`src/rtl/clk_div_pkg.sv`:
```
// rtl/clk_div_pkg.sv - shared constants and ratio type for the clock divider
package clk_div_pkg;
    localparam int DIV_MIN       = 2;
    localparam int DIV_VGA25     = 4;
    localparam int DIV_W_DEFAULT = 8;

    typedef logic [DIV_W_DEFAULT-1:0] div_ratio_t;
endpackage

```
`src/rtl/clk_div_ctl.sv`:
```
// rtl/clk_div_ctl.sv - pending ratio register, load validation, ack/err pulses
module clk_div_ctl
    import clk_div_pkg::*;
#(
    parameter int DIV_W       = 8,
    parameter int DIV_DEFAULT = DIV_VGA25
) (
    input  logic             i_clk,
    input  logic             i_rst_n,
    input  logic             i_div_load,
    input  logic [DIV_W-1:0] i_div_in,
    input  logic             i_apply,
    output logic [DIV_W-1:0] o_new_div,
    output logic             o_have_new,
    output logic             o_pend,
    output logic             o_ack,
    output logic             o_err
);
    localparam logic [DIV_W-1:0] W_MIN = DIV_W'(DIV_MIN);
    localparam logic [DIV_W-1:0] W_DEF = DIV_W'(DIV_DEFAULT);

    logic [DIV_W-1:0] r_pending;
    logic             r_pend;
    logic             r_ack;
    logic             r_err;
    logic             w_valid;

    assign w_valid    = i_div_load && (i_div_in >= W_MIN);
    // A load landing in the boundary cycle bypasses the pending register.
    assign o_have_new = r_pend || w_valid;
    assign o_new_div  = w_valid ? i_div_in : r_pending;

    always_ff @(posedge i_clk or negedge i_rst_n) begin
        if (!i_rst_n) begin
            r_pending <= W_DEF;
            r_pend    <= 1'b0;
            r_ack     <= 1'b0;
            r_err     <= 1'b0;
        end else begin
            r_err <= i_div_load && !w_valid;
            r_ack <= i_apply;
            if (w_valid) begin
                r_pending <= i_div_in;
            end
            r_pend <= i_apply ? 1'b0 : (r_pend || w_valid);
        end
    end

    assign o_pend = r_pend;
    assign o_ack  = r_ack;
    assign o_err  = r_err;
endmodule

```
`src/rtl/clk_div_gen.sv`:
```
// rtl/clk_div_gen.sv - parametrised clock divider with tick enable and run-time ratio change
module clk_div_gen
    import clk_div_pkg::*;
#(
    parameter int DIV_W       = 8,
    parameter int DIV_DEFAULT = DIV_VGA25
) (
    input  logic             clk,
    input  logic             reset,
    input  logic             en,
    input  logic             sclr,
    input  logic             div_load,
    input  logic [DIV_W-1:0] div_in,
    output logic             clk_out,
    output logic             tick,
    output logic [DIV_W-1:0] phase,
    output logic [DIV_W-1:0] div_cur,
    output logic             pend,
    output logic             ack,
    output logic             err
);
    localparam logic [DIV_W-1:0] W_ONE = DIV_W'(1);
    localparam logic [DIV_W-1:0] W_DEF = DIV_W'(DIV_DEFAULT);

    logic [DIV_W-1:0] r_phase;
    logic [DIV_W-1:0] r_div_cur;
    logic             r_clk_out;
    logic             r_tick;

    logic             w_wrap;
    logic             w_boundary;
    logic             w_apply;
    logic             w_have_new;
    logic [DIV_W-1:0] w_new_div;
    logic [DIV_W-1:0] w_div_nxt;
    logic [DIV_W-1:0] w_phase_nxt;

    clk_div_ctl #(
        .DIV_W       (DIV_W),
        .DIV_DEFAULT (DIV_DEFAULT)
    ) u_ctl (
        .i_clk      (clk),
        .i_rst_n    (reset),
        .i_div_load (div_load),
        .i_div_in   (div_in),
        .i_apply    (w_apply),
        .o_new_div  (w_new_div),
        .o_have_new (w_have_new),
        .o_pend     (pend),
        .o_ack      (ack),
        .o_err      (err)
    );

    assign w_wrap     = en && (r_phase == (r_div_cur - W_ONE));
    assign w_boundary = sclr || w_wrap;
    assign w_apply    = w_boundary && w_have_new;

    always_comb begin
        w_div_nxt   = w_apply ? w_new_div : r_div_cur;
        w_phase_nxt = r_phase;
        if (w_boundary) begin
            w_phase_nxt = '0;
        end else if (en) begin
            w_phase_nxt = r_phase + W_ONE;
        end
    end

    // Outputs are computed from next-state so clk_out and tick line up with phase.
    always_ff @(posedge clk or negedge reset) begin
        if (!reset) begin
            r_phase   <= '0;
            r_div_cur <= W_DEF;
            r_clk_out <= 1'b0;
            r_tick    <= 1'b0;
        end else begin
            r_phase   <= w_phase_nxt;
            r_div_cur <= w_div_nxt;
            r_tick    <= en && !sclr && (w_phase_nxt == (w_div_nxt >> 1));
            if (sclr || en) begin
                r_clk_out <= (w_phase_nxt >= (w_div_nxt >> 1));
            end
        end
    end

    assign phase   = r_phase;
    assign div_cur = r_div_cur;
    assign clk_out = r_clk_out;
    assign tick    = r_tick;
endmodule

```
`config.mk`:
```
export PLATFORM = sky130hd
export DESIGN_NAME = clk_div_gen
export DESIGN_NICKNAME = d
export VERILOG_FILES = /design/src/rtl/clk_div_pkg.sv /design/src/rtl/clk_div_ctl.sv /design/src/rtl/clk_div_gen.sv
export SDC_FILE = /design/constraint.sdc
export NUM_CORES = 1
export LEC_CHECK = 0
export ABC_AREA = 1
export CAP_MARGIN = 20
export CORE_MARGIN = 2
export CORE_UTILIZATION = 25
export DETAILED_ROUTE_END_ITERATION = 7
export PLACE_DENSITY = 0.51
export SLEW_MARGIN = 20
export SYNTH_ARGS = -nofsm -noshare
export SYNTH_HDL_FRONTEND = slang
export SYNTH_SLANG_ARGS = --single-unit
```
`constraint.sdc`:
```
create_clock -name clk -period 6.13 [get_ports clk]
set_input_delay 0.9195 -clock clk [delete_from_list [all_inputs] [get_ports clk]]
set_output_delay 0.9195 -clock clk [all_outputs]
set_load 0.01 [all_outputs]
```
# Yosys cells after proc, flatten, opt, wreduce, memory -nomap -nowiden
# Cells that the tools add are included.
# totals
inputBits	13
out_inout_bits	21
word_cells	31
reg_bits	29
# op_classes
magnitude_cmp	2
eq_ne	2
reduce_logical	11
muxes	5
n_addsub	2
# ops
cell	count
$mux W8	4
$add A8 B1 Y8 const B	1
$eq A8 B7 Y1	1
$eq A8 B8 Y1	1
$ge A8 B2 Y1 const B	1
$ge A8 B7 Y1	1
$sub A8 B1 Y8 const B	1
$logic_and A1 B1 Y1	6
$logic_or A1 B1 Y1	3
$logic_not A1 Y1	2
$mux W1	1

# Longest topological paths before layout
# logic_depth
depth_word	8
ltp_mapped	21
mapped_depth_nobuf	20

# Modules after synthesis
# Synthesis repeated with hierarchy kept, for this count alone.
# hier_totals
hier_cells	260
hier_area_um2	1868.0
# by_module_without_submodules
module	cells_per_inst	seq_area_each_um2	area_per_inst_um2	instances
clk_div_gen	211	451.7	1417.6	1
clk_div_ctl	49	276.5	450.4	1

# Worst setup path before layout
# No wires, ideal clock.
# synth_timing
kind	input -> register
start	input en
end	register r_clk_out, in the netlist clk_out
setup_slack_ns	3.310
t_required_ns	6.006
cell_stages	18
t_arrival_ns	2.695
path_buffers	2
setup_ns	0.124
cell_sequence	clkbuf_2 o21ai_0 nor2_1 nand3_1 nor2_1 nand3_2 nand2_4 nand2_4 buf_6 nand2_1 nand2_1 ha_1 inv_1 nor2_1 o211ai_1 nand3_1 a21oi_1 a21oi_1
# synth_via
elab_chain_len	5
elab_cells_between_ends	8
cone_classes	order compare: 1; mux: 3; reduce/logical: 4
# synth_lines
element	line	source
start: declaration	clk_div_gen.sv:10	input logic en,
$logic_and A1 B1 Y1	clk_div_gen.sv:54	assign w_wrap = en && (r_phase == (r_div_cur - W_ONE));
$logic_or A1 B1 Y1	clk_div_gen.sv:55	assign w_boundary = sclr || w_wrap;
$logic_and A1 B1 Y1	clk_div_gen.sv:56	assign w_apply = w_boundary && w_have_new;
$mux W8	clk_div_gen.sv:59	w_div_nxt = w_apply ? w_new_div : r_div_cur;
$ge A8 B7 Y1	clk_div_gen.sv:80	r_clk_out <= (w_phase_nxt >= (w_div_nxt >> 1));
end signal: assignment	clk_div_gen.sv:80	
end: declaration	clk_div_gen.sv:27	logic r_clk_out;
# Several ways; a longest one is shown, not always the timed one.
# A chain may end at the register's enable or synchronous reset.

# Worst setup path after layout
# layout_timing
start	input div_in[6]
end	register r_clk_out, in the netlist clk_out
# layout_via
elab_chain_len	6
elab_cells_between_ends	7
cone_classes	order compare: 2; mux: 2; reduce/logical: 3
# layout_lines
element	line	source
start: declaration	clk_div_gen.sv:13	input logic [DIV_W-1:0] div_in,
$ge A8 B2 Y1	clk_div_ctl.sv:28	assign w_valid = i_div_load && (i_div_in >= W_MIN);
$logic_and A1 B1 Y1	clk_div_ctl.sv:28	
$logic_or A1 B1 Y1	clk_div_ctl.sv:30	assign o_have_new = r_pend || w_valid;
$logic_and A1 B1 Y1	clk_div_gen.sv:56	
$mux W8 *	clk_div_gen.sv:59	
$ge A8 B7 Y1 *	clk_div_gen.sv:80	
# Mark *: on every way between the ends. The rest lies on a longest branch, timed or not.

==> impl_metrics.py <==
metrics = {
    "min_path": {
        "hold_start": "u_ctl.r_pending[0]$_DFF_PN0_",
        "min_to": "u_ctl.r_pending[0]$_DFF_PN0_",
        "hold_class": "register to register",
        "holdPathStages": 2,
    },
    "grt": {
        "gr-usage-all-layers_pct": 12.04,
        "antenna_found_initial": 0,
        "grt_start_max_net_pins": 30,
        "grt_pass1_vias": 1533,
        "grt_pass1_wl_mm": 7.258,
        "grt_remaining_overflow": 0,
    },
    "logic_synthesis": {
        "synth.most_common_cell": "nand2_1",
        "yosysTopAreaCellShare_pct": 37.63,
        "yosysUniqueCellTypes": 27,
        "yosys-top-cells-area": "dfrtp_1, nand2_1, inv_1, nand3_1, ha_1",
        "synth-xor-area-share_pct": 3.902,
        "syn_avg_cell_area_um2": 7.269,
        "synth.area.mux_share_pct": 0,
        "ys_top_cells_by_count": "nand2_1, inv_1, dfrtp_1",
        "synth_nets": 269,
        "synth_warnings": 0,
        "syn_inst": 247,
        "ys_seq_area_share_pct": 40.56,
        "synthAdderAreaFrac_pct": 6.272,
        "async_reset_ff_share_pct": 100.0,
        "synth-main-ff-cell": "dfrtp_1",
        "synth_top_area_cell": "dfrtp_1",
        "ys_ff_latch": 29,
        "synth_top_family_by_area": "simple AND/OR/NAND/NOR gates",
        "synth-compound-area-share_pct": 5.436,
        "yosys.area_share.simple_pct": 33.87,
        "netlist_area_um2": 1795,
        "synth-edff-count": 0,
    },
    "layout": {
        "num-nets-final": 304,
        "fill_cells": 727,
        "diodes": 0,
        "postLayoutCoreUtil_pct": 33.70,
        "area_growth_syn_to_layout_pct": 28.92,
        "final_layout_size_suffix_gt1_share_pct": 7.067,
    },
    "die": {
        "core_region_area_um2": 6869,
        "ios": 34,
        "start_util_pct": 26.14,
        "die_x_um": 88.75,
        "die-area_um2": 7876,
        "rows": 30,
        "die_h_um": 88.75,
    },
    "worst_setup_path": {
        "critical_path.startpoint_type": "input port",
        "path_class": "input port to register",
        "crit_required_ns": 6.29,
        "r2r_cells": 19,
        "end_kind": "register",
        "cp.arrival_ns": 3.67,
        "cp_max_fo": 15,
        "timing.rr.start": "div_cur[0]$_DFFE_PN0N_",
        "rr_endpoint": "clk_out$_DFFE_PN0P_",
        "rrSetupSlack_ns": 3.11,
    },
    "cts": {
        "ctsResizeCount": 0,
        "cts_hold_buf": 0,
        "cts_root_buf": "clkbuf_8",
        "post_cts_buffers": 0,
        "cts.htree.levels": 2,
        "cts_tree": "done",
        "clock_latency_ns": 0.28,
        "cts_made_buffers": 5,
        "numClockSinks": 29,
        "cts.clk_slew.worst_paths_ns": 0.07,
        "cts.path.max_buffers": 2,
    },
    "placement": {
        "hpwl_mm": 3.370,
        "gp_congestion": 0.8005,
        "io_buffers": 33,
    },
    "timing": {
        "worst_pin_slew_ns": 0.5054,
        "rsz0062_at_grt": "false",
        "max_freq_mhz": 285.0,
        "fin_crit_sh_pct": 57.23,
        "maxSlewHeadroom_pct": 66.23,
        "finalMaxSlewViolations": 0,
        "skew_ns": 0.007522,
        "setup-violations-final": 0,
        "tns_ns": 0,
        "hold_viol": 0,
        "period_needed_ns": 3.508,
    },
    "detailed_routing": {
        "drt_iter0_drc": 92,
        "firstDrtPassIters": 4,
        "via_per_inst": 4.230,
        "drcViolationCount": 0,
        "wl_per_cell_um": 11.47,
        "ant_nets": 0,
        "num_vias": 1603,
        "drt_wl_total_mm": 4.349,
    },
    "power": {
        "leakagePower_nw": 1.158,
        "cellPowerDensity_nw_per_um2": 236.1,
        "ir_worst_vdd_uv": 87.90,
    },
    "run": {
        "cap_violations": 0,
    },
    "outcome": {
        "status": "completed",
    },
}
[report_power, final]
part / switching (W) / internal (W) / leakage [nW]
sequential: 0.0000209 / 0.000209 / 0.363
combinational: 0.0000796 / 0.0000638 / 0.741
clock: 0.0000720 / 0.000101 / 0.0542
[metrics by stage]
stage / hold slack, ns / std cells / area (um^2) / worst slack [ns] / total power [W]
finish: 0.4772 / 379 / 2315 / 2.622 / 0.0005464
global route: 0.5221 / 379 / 2315 / 2.188 / 0.0005858
floorplan: 0.4386 / 247 / 1795 / 3.310 / 0.0003180
detailed placement: 0.4666 / 371 / 2213 / 2.329 / 0.0003776
CTS: 0.4816 / 379 / 2315 / 2.603 / 0.0005565
global placement: 0.4677 / 371 / 2213 / 2.429 / 0.0003771
[routing by layer]
layer,wire (um),up-vias,share of wire [%],global-route usage (%)
li1,-,843,-,-
met1,2124,720,49,16.26
met2,1976,34,45,19.13
met3,188,6,4.3,2.519
met4,59,0,1.4,4.132
met5,0,-,0,0
[state kept, by name (all words and copies together), names as in the netlist]
signal           flops
u_ctl.o_err          1
clk_out              1
tick                 1
u_ctl.o_pend         1
phase                8
u_ctl.r_pending      8
div_cur              8
u_ctl.o_ack          1
[worst max-delay path by stage]
stage	startpoint	endpoint	slack [ns]	cells after the start
CTS	div_in[7]	clk_out$_DFFE_PN0P_	2.60	17
floorplan	en	clk_out$_DFFE_PN0P_	3.31	18
global route	div_in[6]	clk_out$_DFFE_PN0P_	2.19	17
global placement	div_in[7]	clk_out$_DFFE_PN0P_	2.43	17
detailed placement	div_in[7]	clk_out$_DFFE_PN0P_	2.33	17
finish	div_in[6]	clk_out$_DFFE_PN0P_	2.62	17
[layout make-up]
cell class                      instances  area (um^2)  share of cell area [%]
Sequential cell                        29        728.2                   31.46
Clock buffer                            7        96.34                   4.162
Tap cell                               96        120.1                   5.189
Inverter                               37        138.9                   6.000
Timing Repair Buffer                   34        337.8                   14.59
Multi-Input combinational cell        175        888.4                   38.38
Clock inverter                          1        5.005                  0.2162
[worst max-delay path: stages]
cell and delay [ns]:
clkdlybuf4s50_1 0.48, nor2_1 0.05, nand2_1 0.08, nor2_1 0.04, nor2_1 0.25, inv_1 0.21, nand2_1 0.43, nand2_4 0.19
nand2_1 0.10, nand2_1 0.05, ha_1 0.30, inv_1 0.06, nor2_1 0.03, o211ai_1 0.15, nand3_1 0.10, a21oi_1 0.14
a21oi_1 0.08
[cells by family after synthesis]
| kind of cell | count (synthesis) |
|---|---|
| XOR/XNOR | 8 |
| buffers and inverters | 43 |
| AO/OA/AOI/OAI | 19 |
| AND/OR/NAND/NOR | 139 |
| flip-flops | 29 |
| adder cells (fa/ha/maj) | 9 |
[layout by cell type (no fill, tap or decap)]
master,Yosys,routed
clkbuf_8,0,7
clkinv_2,0,1
nor2_1,24,24
clkinv_1,1,1
nand3_2,1,1
xnor2_1,2,2
or2_2,6,6
clkdlybuf4s50_1,0,33
o21ai_0,9,9
buf_4,2,1
a21oi_1,8,8
o211ai_1,1,1
xor2_1,6,6
nand3b_1,1,1
o21ai_1,1,1
nor3_1,4,4
dfstp_2,2,2
nand3_1,26,26
ha_1,9,9
nand2_4,2,2
dfrtp_1,27,27
inv_1,36,36
nor4_1,1,1
nand2_1,72,72
nand4_1,1,1
nor3b_1,1,1
Note: power is estimated with default switching activity, not from simulation.
